File: config.mk
export PLATFORM = sky130hd
export DESIGN_NAME = rob_commit_scheduler
export DESIGN_NICKNAME = d
export VERILOG_FILES = /design/src/rtl/rob_commit_scheduler.sv
export SDC_FILE = /design/constraint.sdc
export NUM_CORES = 1
export LEC_CHECK = 0
export BUFFER_PORTS_ARGS = -buffer_cell sky130_fd_sc_hd__buf_2
export CORE_MARGIN = 5
export CORE_UTILIZATION = 50
export CTS_CLUSTER_DIAMETER = 60
export DETAILED_ROUTE_END_ITERATION = 10
export PLACE_DENSITY = 0.63
export SLEW_MARGIN = 0
export SYNTH_ARGS = -nofsm -noshare
export SYNTH_HDL_FRONTEND = slang
export SYNTH_SLANG_ARGS = --single-unit
File: constraint.sdc
create_clock -name clk_in -period 5.7 [get_ports clk_in]
set_input_delay 0 -clock clk_in [delete_from_list [all_inputs] [get_ports clk_in]]
set_output_delay 0 -clock clk_in [all_outputs]
set_load 0.02 [all_outputs]
File: src/rtl/rob_commit_scheduler.sv
// In-order commit sequencer and ROB-id allocator for the register file.
// Ids run 1..ROB_SIZE; id 0 means "no dependency" and is never handed out.
// Optional macro WB_COMMIT_BYPASS_EN: a writeback hitting the head commits on the same edge.
module rob_commit_scheduler #(
  parameter int unsigned ROB_SIZE = 16
) (
  input  logic        clk_in,
  input  logic        rst_in,
  input  logic        rdy_in,
  input  logic        _clear,
  input  logic        _issue_valid,
  input  logic [4:0]  _issue_rd,
  output logic        _issue_ready,
  output logic [4:0]  _issue_rob_id,
  input  logic        _wb_valid,
  input  logic [4:0]  _wb_rob_id,
  input  logic [31:0] _wb_value,
  output logic        _rob_launch_ready,
  output logic [4:0]  _rob_launch_rob_id,
  output logic [4:0]  _rob_launch_register_id,
  output logic        _rob_commit_ready,
  output logic [4:0]  _rob_commit_rob_id,
  output logic [4:0]  _rob_commit_register_id,
  output logic [31:0] _rob_commit_value,
  output logic [5:0]  _count,
  output logic        _empty
);

  localparam logic [4:0] LastId   = 5'(ROB_SIZE);
  localparam logic [5:0] Capacity = 6'(ROB_SIZE);

  // Indexed directly by the 5-bit id; slot 0 and slots above ROB_SIZE are never written.
  logic [31:0] valid_q;
  logic [31:0] done_q;
  logic [4:0]  rd_q    [32];
  logic [31:0] value_q [32];

  logic [4:0]  head_q, tail_q;
  logic [5:0]  count_q, count_d;
  logic        commit_ready_q;
  logic [4:0]  commit_rob_id_q, commit_rd_q;
  logic [31:0] commit_value_q;

  logic        launch;
  logic        wb_hit;
  logic        commit_fire;
  logic [31:0] commit_val;

  function automatic logic [4:0] next_id(input logic [4:0] id);
    return (id == LastId) ? 5'd1 : id + 5'd1;
  endfunction

  // Issue/writeback/commit decisions and occupancy next state.
  always_comb begin
    _issue_ready = (count_q < Capacity);
    launch       = _issue_valid & _issue_ready & rdy_in & ~_clear;
    wb_hit       = _wb_valid && (_wb_rob_id != 5'd0) && (_wb_rob_id <= LastId) &&
                   valid_q[_wb_rob_id] && !done_q[_wb_rob_id];
`ifdef WB_COMMIT_BYPASS_EN
    commit_fire  = valid_q[head_q] &&
                   (done_q[head_q] || (wb_hit && (_wb_rob_id == head_q)));
    commit_val   = done_q[head_q] ? value_q[head_q] : _wb_value;
`else
    commit_fire  = valid_q[head_q] && done_q[head_q];
    commit_val   = value_q[head_q];
`endif
    count_d = count_q;
    unique case ({launch, commit_fire})
      2'b10:   count_d = count_q + 6'd1;
      2'b01:   count_d = count_q - 6'd1;
      default: count_d = count_q;
    endcase
  end

  // Control state: pointers, occupancy, valid/done flags and the registered commit port.
  always_ff @(posedge clk_in) begin
    if (rst_in) begin
      head_q          <= 5'd1;
      tail_q          <= 5'd1;
      count_q         <= 6'd0;
      valid_q         <= '0;
      done_q          <= '0;
      commit_ready_q  <= 1'b0;
      commit_rob_id_q <= 5'd0;
      commit_rd_q     <= 5'd0;
      commit_value_q  <= 32'd0;
    end else if (rdy_in) begin
      if (_clear) begin
        head_q         <= 5'd1;
        tail_q         <= 5'd1;
        count_q        <= 6'd0;
        valid_q        <= '0;
        done_q         <= '0;
        commit_ready_q <= 1'b0;
      end else begin
        if (wb_hit) done_q[_wb_rob_id] <= 1'b1;
        // Issue and commit never touch the same slot: that would need a full ROB.
        if (launch) begin
          valid_q[tail_q] <= 1'b1;
          done_q[tail_q]  <= 1'b0;
          tail_q          <= next_id(tail_q);
        end
        if (commit_fire) begin
          valid_q[head_q] <= 1'b0;
          head_q          <= next_id(head_q);
          commit_rob_id_q <= head_q;
          commit_rd_q     <= rd_q[head_q];
          commit_value_q  <= commit_val;
        end
        commit_ready_q <= commit_fire;
        count_q        <= count_d;
      end
    end
  end

  // Entry payload storage; needs no reset since valid/done qualify it.
  always_ff @(posedge clk_in) begin
    if (!rst_in && rdy_in && !_clear) begin
      if (launch) rd_q[tail_q] <= _issue_rd;
      if (wb_hit) value_q[_wb_rob_id] <= _wb_value;
    end
  end

  assign _issue_rob_id           = tail_q;
  assign _rob_launch_ready       = launch;
  assign _rob_launch_rob_id      = tail_q;
  assign _rob_launch_register_id = _issue_rd;
  assign _rob_commit_ready       = commit_ready_q;
  assign _rob_commit_rob_id      = commit_rob_id_q;
  assign _rob_commit_register_id = commit_rd_q;
  assign _rob_commit_value       = commit_value_q;
  assign _count                  = count_q;
  assign _empty                  = (count_q == 6'd0);

endmodule

==> metrics.md <==
| Metric | Value |
|---|---|
| Status | `finished, final reports clean` |
| DRT Wirelength | `116000 µm` |
| Core Region | `101000 µm²` |
| Dpl ws | `1.56 ns` |
| Nets@finish | `3320` |
| Row cnt | `117` |
| Post-CTS setup buffer count | `0` |
| Slew headroom | `22.6%` |
| Clk buf depth | `3` |
| IO Port Bufs | `114` |
| Number of DRC markers in iteration 0 | `2402` |
| TritonCTS clock tree | `built` |
| Final Setup Violations | `0` |
| Total global-route track usage | `21.8%` |
| Fmax | `0.242 GHz` |
| Area contributors post-synth | `edfxtp_1 70%, mux4_2 14%, dfxtp_1 4.8%` |
| GPL Wtd Cong | `0.905` |
| Leak pwr | `20.3 nW` |
| Root Buffer Master | `clkbuf_16` |
| ANT nets after route | `0` |
| Clock sinks | `1307` |
| Pin count of the biggest net entering global routing | `112` |
| Post-cts resize count | `0` |
| Worst slew pin tran | `1.16 ns` |
| GRT overflow | `0` |
| Final WS setup | `1.57 ns` |
| Syn_area_per_cell | `19.7 µm²` |
| Initial antenna violation count | `2` |
| DR vias | `26.9k` |
| # DRC | `0` |
| Async set-reset flop share out of synthesis | `0%` |
| Vias in the first global route | `28.2k` |
| Flops & latches, synth | `1307` |
| Placed Area | `54800 µm²` |
| Most used flip-flop cell after synthesis | `edfxtp_1` |
| Mapped cell area | `50800 µm²` |
| Total design power | `0.0201 W` |
| Setup TNS after final layout | `0 ns` |
| Synth cell types | `66` |
| Post-Layout Inst Area | `59700 µm²` |
| Worst Setup End Kind | `register` |
| Die X-Extent | `329 µm` |
| Max FO, Critical Path | `56` |
| Kind of critical path | `register to register` |
| Leading area contributor after synthesis | `edfxtp_1` |
| RSZ-0062 raised after global routing | `no` |
| WL per Instance | `24.5 µm` |
| Area Growth Syn to Fin | `17.6%` |
| Most common cell after layout, fill and taps aside | `edfxtp_1` |
| Die Y | `329 µm` |
| Clock Latency Late Sink | `0.74 ns` |
| Starting Density | `50.1%` |
| Type of origin of the critical path | `register` |
| First-pass GRT wire length | `174000 µm` |
| Pwr Density | `337 nW/µm²` |
| Hold_buf cts | `48` |
| Seq/Total Area, Yosys | `74.8%` |
| Hold slack | `0.0989 ns` |
| Setup Skew | `0.0355 ns` |
| TritonCTS Buffers | `140` |
| Layout cells sized above 1 | `21.4%` |
| Fillers | `7654` |
| Post-synth EDFFs | `1184` |
| Share of the synthesized area in the top cell type | `70.0%` |
| Crit path DAT | `4.69 ns` |
| Worst path required time | `6.26 ns` |
| Htree depth | `4` |
| Clock-pin slew on the worst setup and hold paths | `0.06 ns` |
| DP Wirelength | `64900 µm` |
| Pre-antenna DRT Iters | `6` |
| Slew Limit Fails | `0` |
| Fin crit share | `72.5%` |
| Total number of yosys warnings | `0` |
| Most frequent cells in the layout | `1184 x edfxtp_1, 512 x conb_1, 309 x mux4_2` |
| Vias per cell | `5.68` |
| Synth Instances | `2579` |
| Final hold violation count | `0` |
| Ports | `115` |
| Max-cap violations | `0` |
| Worst hold path type | `input pin to register` |
| DIE AREA | `108000 µm²` |
| Final min period | `4.13 ns` |
| Max VDD drop | `0.247 mV` |
kinds of logic (layout without fill, tap and decap cells):
| group | after synthesis | in the layout | synth area share, % |
|---|---|---|---|
| flops | 1307 | 1307 | 74.8 |
| compound gates | 375 | 375 | 5.64 |
| mux | 343 | 343 | 14.4 |
| simple gates | 340 | 340 | 3.17 |
| buf+inv | 199 | 478 | 1.64 |
| fa+ha+maj | 11 | 11 | 0.271 |
| xor+xnor | 3 | 3 | 0.0517 |
| other cells | 1 | 513 | 0.00738 |
routing by layer:
layer  vias up  GRT usage, %  wire (µm)
met3       230          4.44       7320
met1     14100          28.6      46500
met4         2          8.18       4020
li1      11700             -          -
met2       960          36.4      58100
met5         -             0         13
worst max-delay path, stage by stage, from the launching register on:
cell and delay [ns]:
dfxtp_4 0.95, buf_4 0.84, buf_4 0.80, mux4_2 0.41, a22o_1 0.23, a221oi_1 0.41
a311oi_1 0.18
Yosys cell counts (5+ instances only):
master and n:
a311oi_1 37, nor2_1 159, nor2b_1 7, a31oi_1 38
a221oi_1 70, nor3_1 30, a22o_1 70, o22ai_1 10
mux4_2 309, a22oi_1 11, nand2_1 55, edfxtp_1 1184
buf_4 14, ha_1 11, a21oi_1 37, nand2b_1 10
buf_2 14, buf_1 35, dfxtp_1 123, and3_1 22
clkbuf_1 115, nand3b_1 5, a211oi_1 6, o221a_2 10
inv_1 17, nand3_1 10, o21ai_0 42, nor3b_1 10
o221ai_1 8, mux2i_1 33
state kept, by name (all words and copies together) (netlist names):
signal / count
value_q: 1024
_rob_commit_rob_id: 5
_rob_commit_register_id: 5
rd_q: 160
head_q: 5
_count: 6
_rob_commit_ready: 1
done_q: 32
_issue_rob_id: 5
valid_q: 32
_rob_commit_value: 32
cell type report:
class,count,area (µm²),area share (%)
Tap cell,1368,1710,2.87
Clock inverter,66,626,1.05
Sequential cell,1307,38000,63.7
Inverter,19,71.3,0.119
Clock buffer,184,3830,6.42
Multi-Input combinational cell,1584,14000,23.5
Timing Repair Buffer,209,1430,2.40
Antenna cell,1,2.50,0.00419
per-stage QoR:
stage	utilization [%]	instances
floorplan	-	3090
global placement	54.1	4439
detailed placement	54.1	4439
CTS	59.0	4737
global route	59.0	4738
finish	59.0	4738
power by group:
part           internal, W  switching, W  total [W]
Sequential          0.0108     0.0000731     0.0109
Clock              0.00519       0.00359    0.00878
Combinational     0.000168      0.000304   0.000471
Total               0.0161       0.00396     0.0201
final timing paths:
path                                             from               endpoint  slack, ns  cells past startpoint
worst min register to register  _rob_commit_rob_id[1]  _rob_commit_rob_id[1]       0.46                      2
worst max register to register              head_q[1]   _rob_commit_value[4]       1.57                      6
worst max-delay path                        head_q[1]   _rob_commit_value[4]       1.57                      6
worst min-delay path                    _wb_rob_id[1]              done_q[1]        0.1                      4
No activity file was read; power rests on OpenSTA's default activity.
